**src/rtl/bram_stream_reader.sv**
```systemverilog
`default_nettype none
`timescale 1ns/1ps
// +--------------------------------------------------------------------------+
// | Module      : bram_stream_reader                                         |
// | Description : Burst read controller for a 2-cycle-latency block RAM.     |
// |               Turns a (base, length) request into a valid/ready stream   |
// |               through a credit-limited output FIFO.                      |
// |               Optional: define BRAM_STREAM_LAST_EN to add OutLast.       |
// | Revision    : 1.0 - initial release                                      |
// +--------------------------------------------------------------------------+
module bram_stream_reader #(
    parameter int AddrWidth = 12,
    parameter int DataWidth = 8,
    parameter int FifoDepth = 4
) (
    input  logic                 clka,
    input  logic                 Reset,
    input  logic                 Start,
    input  logic [AddrWidth-1:0] BaseAddr,
    input  logic [AddrWidth:0]   Length,
    output logic                 Busy,
    output logic                 Done,
    output logic                 ena,
    output logic                 wea,
    output logic                 regcea,
    output logic [AddrWidth-1:0] addra,
    input  logic [DataWidth-1:0] Regdouta,
    output logic                 OutValid,
    output logic [DataWidth-1:0] OutData,
`ifdef BRAM_STREAM_LAST_EN
    output logic                 OutLast,
`endif
    input  logic                 OutReady
);

    localparam int c_PTR_W = $clog2(FifoDepth);
    localparam int c_CNT_W = c_PTR_W + 1;

    typedef enum logic [1:0] {
        IDLE  = 2'd0,
        ISSUE = 2'd1,
        DRAIN = 2'd2
    } state_t;

    state_t               r_state;
    logic [AddrWidth-1:0] r_addr;
    logic [AddrWidth:0]   r_remain;
    logic                 r_done;
    logic [1:0]           r_pipe;
    logic [DataWidth-1:0] r_mem [FifoDepth];
    logic [c_PTR_W-1:0]   r_wptr;
    logic [c_PTR_W-1:0]   r_rptr;
    logic [c_CNT_W-1:0]   r_count;

    logic [c_CNT_W:0]     w_credit_used;
    logic                 w_issue;
    logic                 w_push;
    logic                 w_pop;
    logic                 w_last_pop;

    // Every word already read but not yet delivered holds a FIFO slot in
    // reserve; a pop in the current cycle is deliberately not credited.
    assign w_credit_used = {1'b0, r_count}
                         + (c_CNT_W+1)'(r_pipe[0])
                         + (c_CNT_W+1)'(r_pipe[1]);
    assign w_issue    = (r_state == ISSUE) && (w_credit_used < (c_CNT_W+1)'(FifoDepth));
    assign w_push     = r_pipe[1];
    assign w_pop      = OutValid && OutReady;
    // Nothing left in the pipe and this pop empties the FIFO: burst complete.
    assign w_last_pop = (r_pipe == 2'b00) && (r_count == c_CNT_W'(1)) && w_pop;

    // ena is a decode of registered state so the read goes out in the cycle
    // right after Start is accepted.
    assign ena      = w_issue;
    assign wea      = 1'b0;
    assign regcea   = r_pipe[0];
    assign addra    = r_addr;
    assign Busy     = (r_state != IDLE);
    assign Done     = r_done;
    assign OutValid = (r_count != '0);
    assign OutData  = r_mem[r_rptr];

    // Burst control: capture request, step address/remaining per read, finish.
    always_ff @(posedge clka) begin
        if (Reset) begin
            r_state  <= IDLE;
            r_addr   <= '0;
            r_remain <= '0;
            r_done   <= 1'b0;
        end else begin
            r_done <= 1'b0;
            case (r_state)
                IDLE: begin
                    if (Start) begin
                        if (Length != '0) begin
                            r_state  <= ISSUE;
                            r_addr   <= BaseAddr;
                            r_remain <= Length;
                        end else begin
                            r_done <= 1'b1;
                        end
                    end
                end
                ISSUE: begin
                    if (w_issue) begin
                        r_addr   <= r_addr + AddrWidth'(1);
                        r_remain <= r_remain - (AddrWidth+1)'(1);
                        if (r_remain == (AddrWidth+1)'(1)) begin
                            r_state <= DRAIN;
                        end
                    end
                end
                DRAIN: begin
                    if (w_last_pop) begin
                        r_state <= IDLE;
                        r_done  <= 1'b1;
                    end
                end
                default: r_state <= IDLE;
            endcase
        end
    end

    // Read-latency tracker: stage 1 enables the RAM output register, stage 2
    // marks Regdouta as valid for a FIFO push.
    always_ff @(posedge clka) begin
        if (Reset) begin
            r_pipe <= 2'b00;
        end else begin
            r_pipe <= {r_pipe[0], w_issue};
        end
    end

    // Output FIFO; storage is cleared on reset so OutData reads back as zero.
    always_ff @(posedge clka) begin
        if (Reset) begin
            r_wptr  <= '0;
            r_rptr  <= '0;
            r_count <= '0;
            for (int i = 0; i < FifoDepth; i++) begin
                r_mem[i] <= '0;
            end
        end else begin
            if (w_push) begin
                r_mem[r_wptr] <= Regdouta;
                r_wptr        <= r_wptr + c_PTR_W'(1);
            end
            if (w_pop) begin
                r_rptr <= r_rptr + c_PTR_W'(1);
            end
            case ({w_push, w_pop})
                2'b10:   r_count <= r_count + c_CNT_W'(1);
                2'b01:   r_count <= r_count - c_CNT_W'(1);
                default: r_count <= r_count;
            endcase
        end
    end

`ifdef BRAM_STREAM_LAST_EN
    logic [AddrWidth:0] r_outrem;

    assign OutLast = OutValid && (r_outrem == (AddrWidth+1)'(1));

    // Words still to be handed downstream; the final one is flagged.
    always_ff @(posedge clka) begin
        if (Reset) begin
            r_outrem <= '0;
        end else if ((r_state == IDLE) && Start) begin
            r_outrem <= Length;
        end else if (w_pop) begin
            r_outrem <= r_outrem - (AddrWidth+1)'(1);
        end
    end
`endif

endmodule
`default_nettype wire

```
**config.mk**
```make
export PLATFORM = sky130hd
export DESIGN_NAME = bram_stream_reader
export DESIGN_NICKNAME = d
export VERILOG_FILES = /design/src/rtl/bram_stream_reader.sv
export SDC_FILE = /design/constraint.sdc
export NUM_CORES = 1
export LEC_CHECK = 0
export CAP_MARGIN = 0
export CORE_MARGIN = 1.5
export CORE_UTILIZATION = 31
export DETAILED_ROUTE_END_ITERATION = 7
export DONT_BUFFER_PORTS = 1
export HOLD_SLACK_MARGIN = 0.05
export PLACE_DENSITY_LB_ADDON = 0.05
export SYNTH_ARGS = -nofsm -noshare
export SYNTH_HDL_FRONTEND = slang
export SYNTH_SLANG_ARGS = --single-unit
```
**constraint.sdc**
```tcl
create_clock -name clka -period 2.7 [get_ports clka]
set_input_delay 0.54 -clock clka [delete_from_list [all_inputs] [get_ports clka]]
set_output_delay 0.54 -clock clka [all_outputs]
set_load 0.03 [all_outputs]
```
==> metrics.md <==
| Metric | Value |
|---|---|
| Count of cell types in the netlist | `56` |
| Post-CTS Repair Setup Buffers | `0` |
| Headroom to the max-slew limit | `0.247` |
| Post-Syn Area per Cell | `10.1 µm²` |
| Reg-to-reg startpoint | `r_count[0]` |
| Wire length per cell | `19.8 µm` |
| Fmax achieved | `421 MHz` |
| Main flop type after synthesis | `sky130_fd_sc_hd__dfxtp_1` |
| Buffer depth of the longest clock path | `2` |
| RR Endpoint | `addra[1]` |
| Pre-CTS WS | `0.281 ns` |
| Diode count | `0` |
| Max-cap violations | `0` |
| Fin area | `~4200 µm²` |
| Synthesis-stage register bit count | `71` |
| Unrepaired setup endpoints after global routing | `false` |
| Required time worst endpoint | `2.85 ns` |
| Die outline width | `approximately 110 µm` |
| Number of hold violations in the final report | `0` |
| Leakage power of the design | `about 1.5 nW` |
| Worst Hold Class | `input port to flip-flop` |
| Hold slack final | `between 0.2 and 0.3 ns` |
| Post-Place Cells | `505` |
| Pwr dens | `approximately 800 nW/µm²` |
| Most frequent standard cell in the layout excluding fill and tap cells | `sky130_fd_sc_hd__dfxtp_1` |
| Residual DRC count | `6` |
| Number of instances in the synthesized netlist | `369` |
| Post-route fraction of the period consumed by the critical path | `0.879` |
| Largest fanout on the critical path | `13` |
| Global Route met3 Usage | `0.0448` |
| Critical path class | `flip-flop to flip-flop` |
| Max Transition Viols Final | `0` |
| Count of flip-flops with a built-in enable after synthesis | `32` |
| Layout overhead on the synthesized area | `13.9%` |
| Starting density of the core | `0.321` |
| # setup viols final | `0` |
| Reg2reg path depth | `5` |
| GP Congestion | `0.721` |
| Post-DP Area | `a little under 4000 µm²` |
| Overall die height | `between 100 and 150 µm` |
| I/O pin total | `63` |
| Vias in the first global route | `2929` |
| DR pass1 iterations | `7` |
| Series of cell instances along the critical path | `ha_1, a21oi_1, o221ai_1, nor2_1, a311oi_1` |
| Share of async-settable or async-resettable flops after synthesis | `0` |
| Std cell rows | `39` |
| Final std cells w/o fill | `roughly 520` |
| Cell chosen for the clock root | `sky130_fd_sc_hd__clkbuf_16` |
| Number of hold buffers added after cts | `0` |
| Share of layout cells above drive strength 1 | `0.132` |
| Post-DRT Antenna Nets | `0` |
| Data arrival at the endpoint of the critical path | `approximately 2.5 ns` |
| Pin count of the biggest net entering global routing | `40` |
| Highest-utilization routing layer at the global route stage | `met2` |
| Cell with the biggest individual delay on the critical path | `sky130_fd_sc_hd__nor2_1` |
| Buf+Inv Stages, Crit Path | `0` |
| Number of clock sinks seen by CTS | `71` |
| CP endpoint kind | `flip-flop` |
| Cell depth of the worst min-delay path | `1` |
| Final Core Density | `0.366` |
| Crit path setup slack, layout | `0.327 ns` |
| Via Count | `about 2900` |
| Input/output buffers | `0` |
| Worst clock skew on the final layout | `about 0.0055 ns` |
| Synthesized netlist net count | `415` |
| Global-route wire length before repair | `16.5 mm` |
| H-Tree Depth | `3` |
| Number of buffers inserted during clock tree synthesis | `9` |
| Die area | `12600 µm²` |
| Flop-to-flop setup slack | `0.33 ns` |
| Clock transition time at the flip-flop clock pins of the worst setup and hold paths | `0.06 ns` |
| Period minus WS final | `between 2 and 2.5 ns` |
| CP Capture Point | `addra[1]` |
| Insertion delay to the later sink of the worst-skew pair | `around 0.33 ns` |
| CP delay by family, top | `simple AND/OR/NAND/NOR gates` |
| Tightest Pin Transition | `1.12 ns` |
| Kind of start point of the critical path | `flip-flop` |
| IR drop worst, VDD | `261 µV` |
| Clock tree from TritonCTS | `built` |
| Overall power of the completed layout | `3.37 mW` |
| GRT overflow | `0` |
| Portion of the post-synthesis area used by sequential elements | `0.469` |
| Commonest cells after routing, fill and taps aside | `sky130_fd_sc_hd__dfxtp_1 (39), sky130_fd_sc_hd__edfxtp_1 (32), sky130_fd_sc_hd__and2_1 (26), sky130_fd_sc_hd__nand2_1 (22), sky130_fd_sc_hd__nor2_1 (21)` |
| Global routing met2 resource utilization | `0.263` |
| Delay of the slowest cell on the worst path | `around 0.88 ns` |
| # resized after CTS | `0` |
| Post-synthesis cell area | `3710 µm²` |
| Violated checks | `DRC` |
| Status | `complete, but fails checks` |
| Setup TNS | `0 ns` |
| Stages on the worst setup path | `5` |
| Number of antenna violations at the first check in global routing | `0` |
| Dpl hpwl | `about 7 mm` |
| Critical Path Start | `r_count[0]` |
| Via density per instance | `roughly 5.5` |
| Aggregate global-route resource usage | `0.171` |
| Post-Route WL | `approximately 10 mm` |
| Nets | `419` |
| Area of the core | `11600 µm²` |
| DR iter-0 viols | `189` |
| Syn. warnings | `0` |
| Met1 capacity usage during global routing | `0.236` |
[registers in the layout, summed over array words and instances (netlist names), named ones only]
register and count:
r_mem 32, r_remain 13, addra 12, r_count 3, r_pipe 2, r_rptr 2
r_state 2, r_wptr 2, Done 1
[cell usage after synthesis, drive strengths merged (4+ instances only)]
| cell | number | area [µm²] |
|---|---|---|
| and3 | 9 | 56.3 |
| buf | 4 | 21.3 |
| ha | 9 | 113 |
| mux4 | 8 | 180 |
| inv | 10 | 37.5 |
| nor4 | 8 | 50.1 |
| and2 | 26 | 163 |
| nor3b | 4 | 30.0 |
| a21oi | 13 | 65.1 |
| a211oi | 14 | 105 |
| o32ai | 9 | 78.8 |
| edfxtp | 32 | 961 |
| o21ai | 7 | 35.0 |
| xor2 | 4 | 35.0 |
| or4 | 5 | 37.5 |
| nor3 | 11 | 55.1 |
| nand3 | 13 | 65.1 |
| o311ai | 4 | 35.0 |
| o22ai | 5 | 31.3 |
| o31ai | 7 | 52.6 |
| nor2 | 21 | 78.8 |
| nor2b | 6 | 37.5 |
| a31oi | 7 | 43.8 |
| clkbuf | 22 | 82.6 |
| or3 | 5 | 31.3 |
| nand2 | 22 | 82.6 |
| dfxtp | 39 | 781 |
| or2 | 6 | 37.5 |
[area by class of cell]
class                      instances  area (µm²)
inverter                          10        37.5
multi-input combinational        262        1830
timing repair buffer              19         143
fill                            1178        7340
tap                              143         179
clock inverter                     7        72.6
clock buffer                       9         225
sequential                        71        1740
[worst reg2reg max path, cell delays in order (launching register included)]
cell                       delay, ns
sky130_fd_sc_hd__dfxtp_1        0.41
sky130_fd_sc_hd__ha_1           0.26
sky130_fd_sc_hd__a21oi_1        0.23
sky130_fd_sc_hd__o221ai_1       0.20
sky130_fd_sc_hd__nor2_1         0.88
sky130_fd_sc_hd__a311oi_1       0.21
[cells by family (layout without fill, tap and decap cells)]
logic type | Yosys count | in the layout | share of synthesized area
buffers and inverters | 36 | 45 | 0.0381
AND/OR/NAND/NOR | 148 | 148 | 0.220
XOR/XNOR | 6 | 6 | 0.0142
flip-flops | 71 | 71 | 0.469
multiplexers | 10 | 10 | 0.0539
AO/OA/AOI/OAI | 88 | 88 | 0.174
other | 1 | 1 | 0.00101
adder cells (fa/ha/maj) | 9 | 9 | 0.0303
[power by group]
part           switching, mW  leakage [nW]  internal, mW
Combinational          0.455         0.691         0.312
Sequential             0.170         0.651          1.23
Clock                  0.485         0.143         0.717
Total                   1.11          1.49          2.26
[routing by layer]
metal	share of wire	vias up
met5	0	-
met4	0.0075	0
met3	0.060	6
met2	0.46	81
met1	0.47	1370
li1	-	1433
[how the worst min path moves through the flow]
stage           startpoint     endpoint  slack [ns]
2_1_floorplan  r_remain[6]  r_remain[6]        0.45
3_3_place_gp   r_remain[6]  r_remain[6]        0.49
3_5_place_dp   r_remain[6]  r_remain[6]        0.49
4_1_cts              Reset  r_remain[1]        0.26
5_1_grt              Reset  r_remain[1]        0.26
6_report             Reset  r_remain[1]        0.27
No activity file was read; power rests on OpenSTA's default activity.
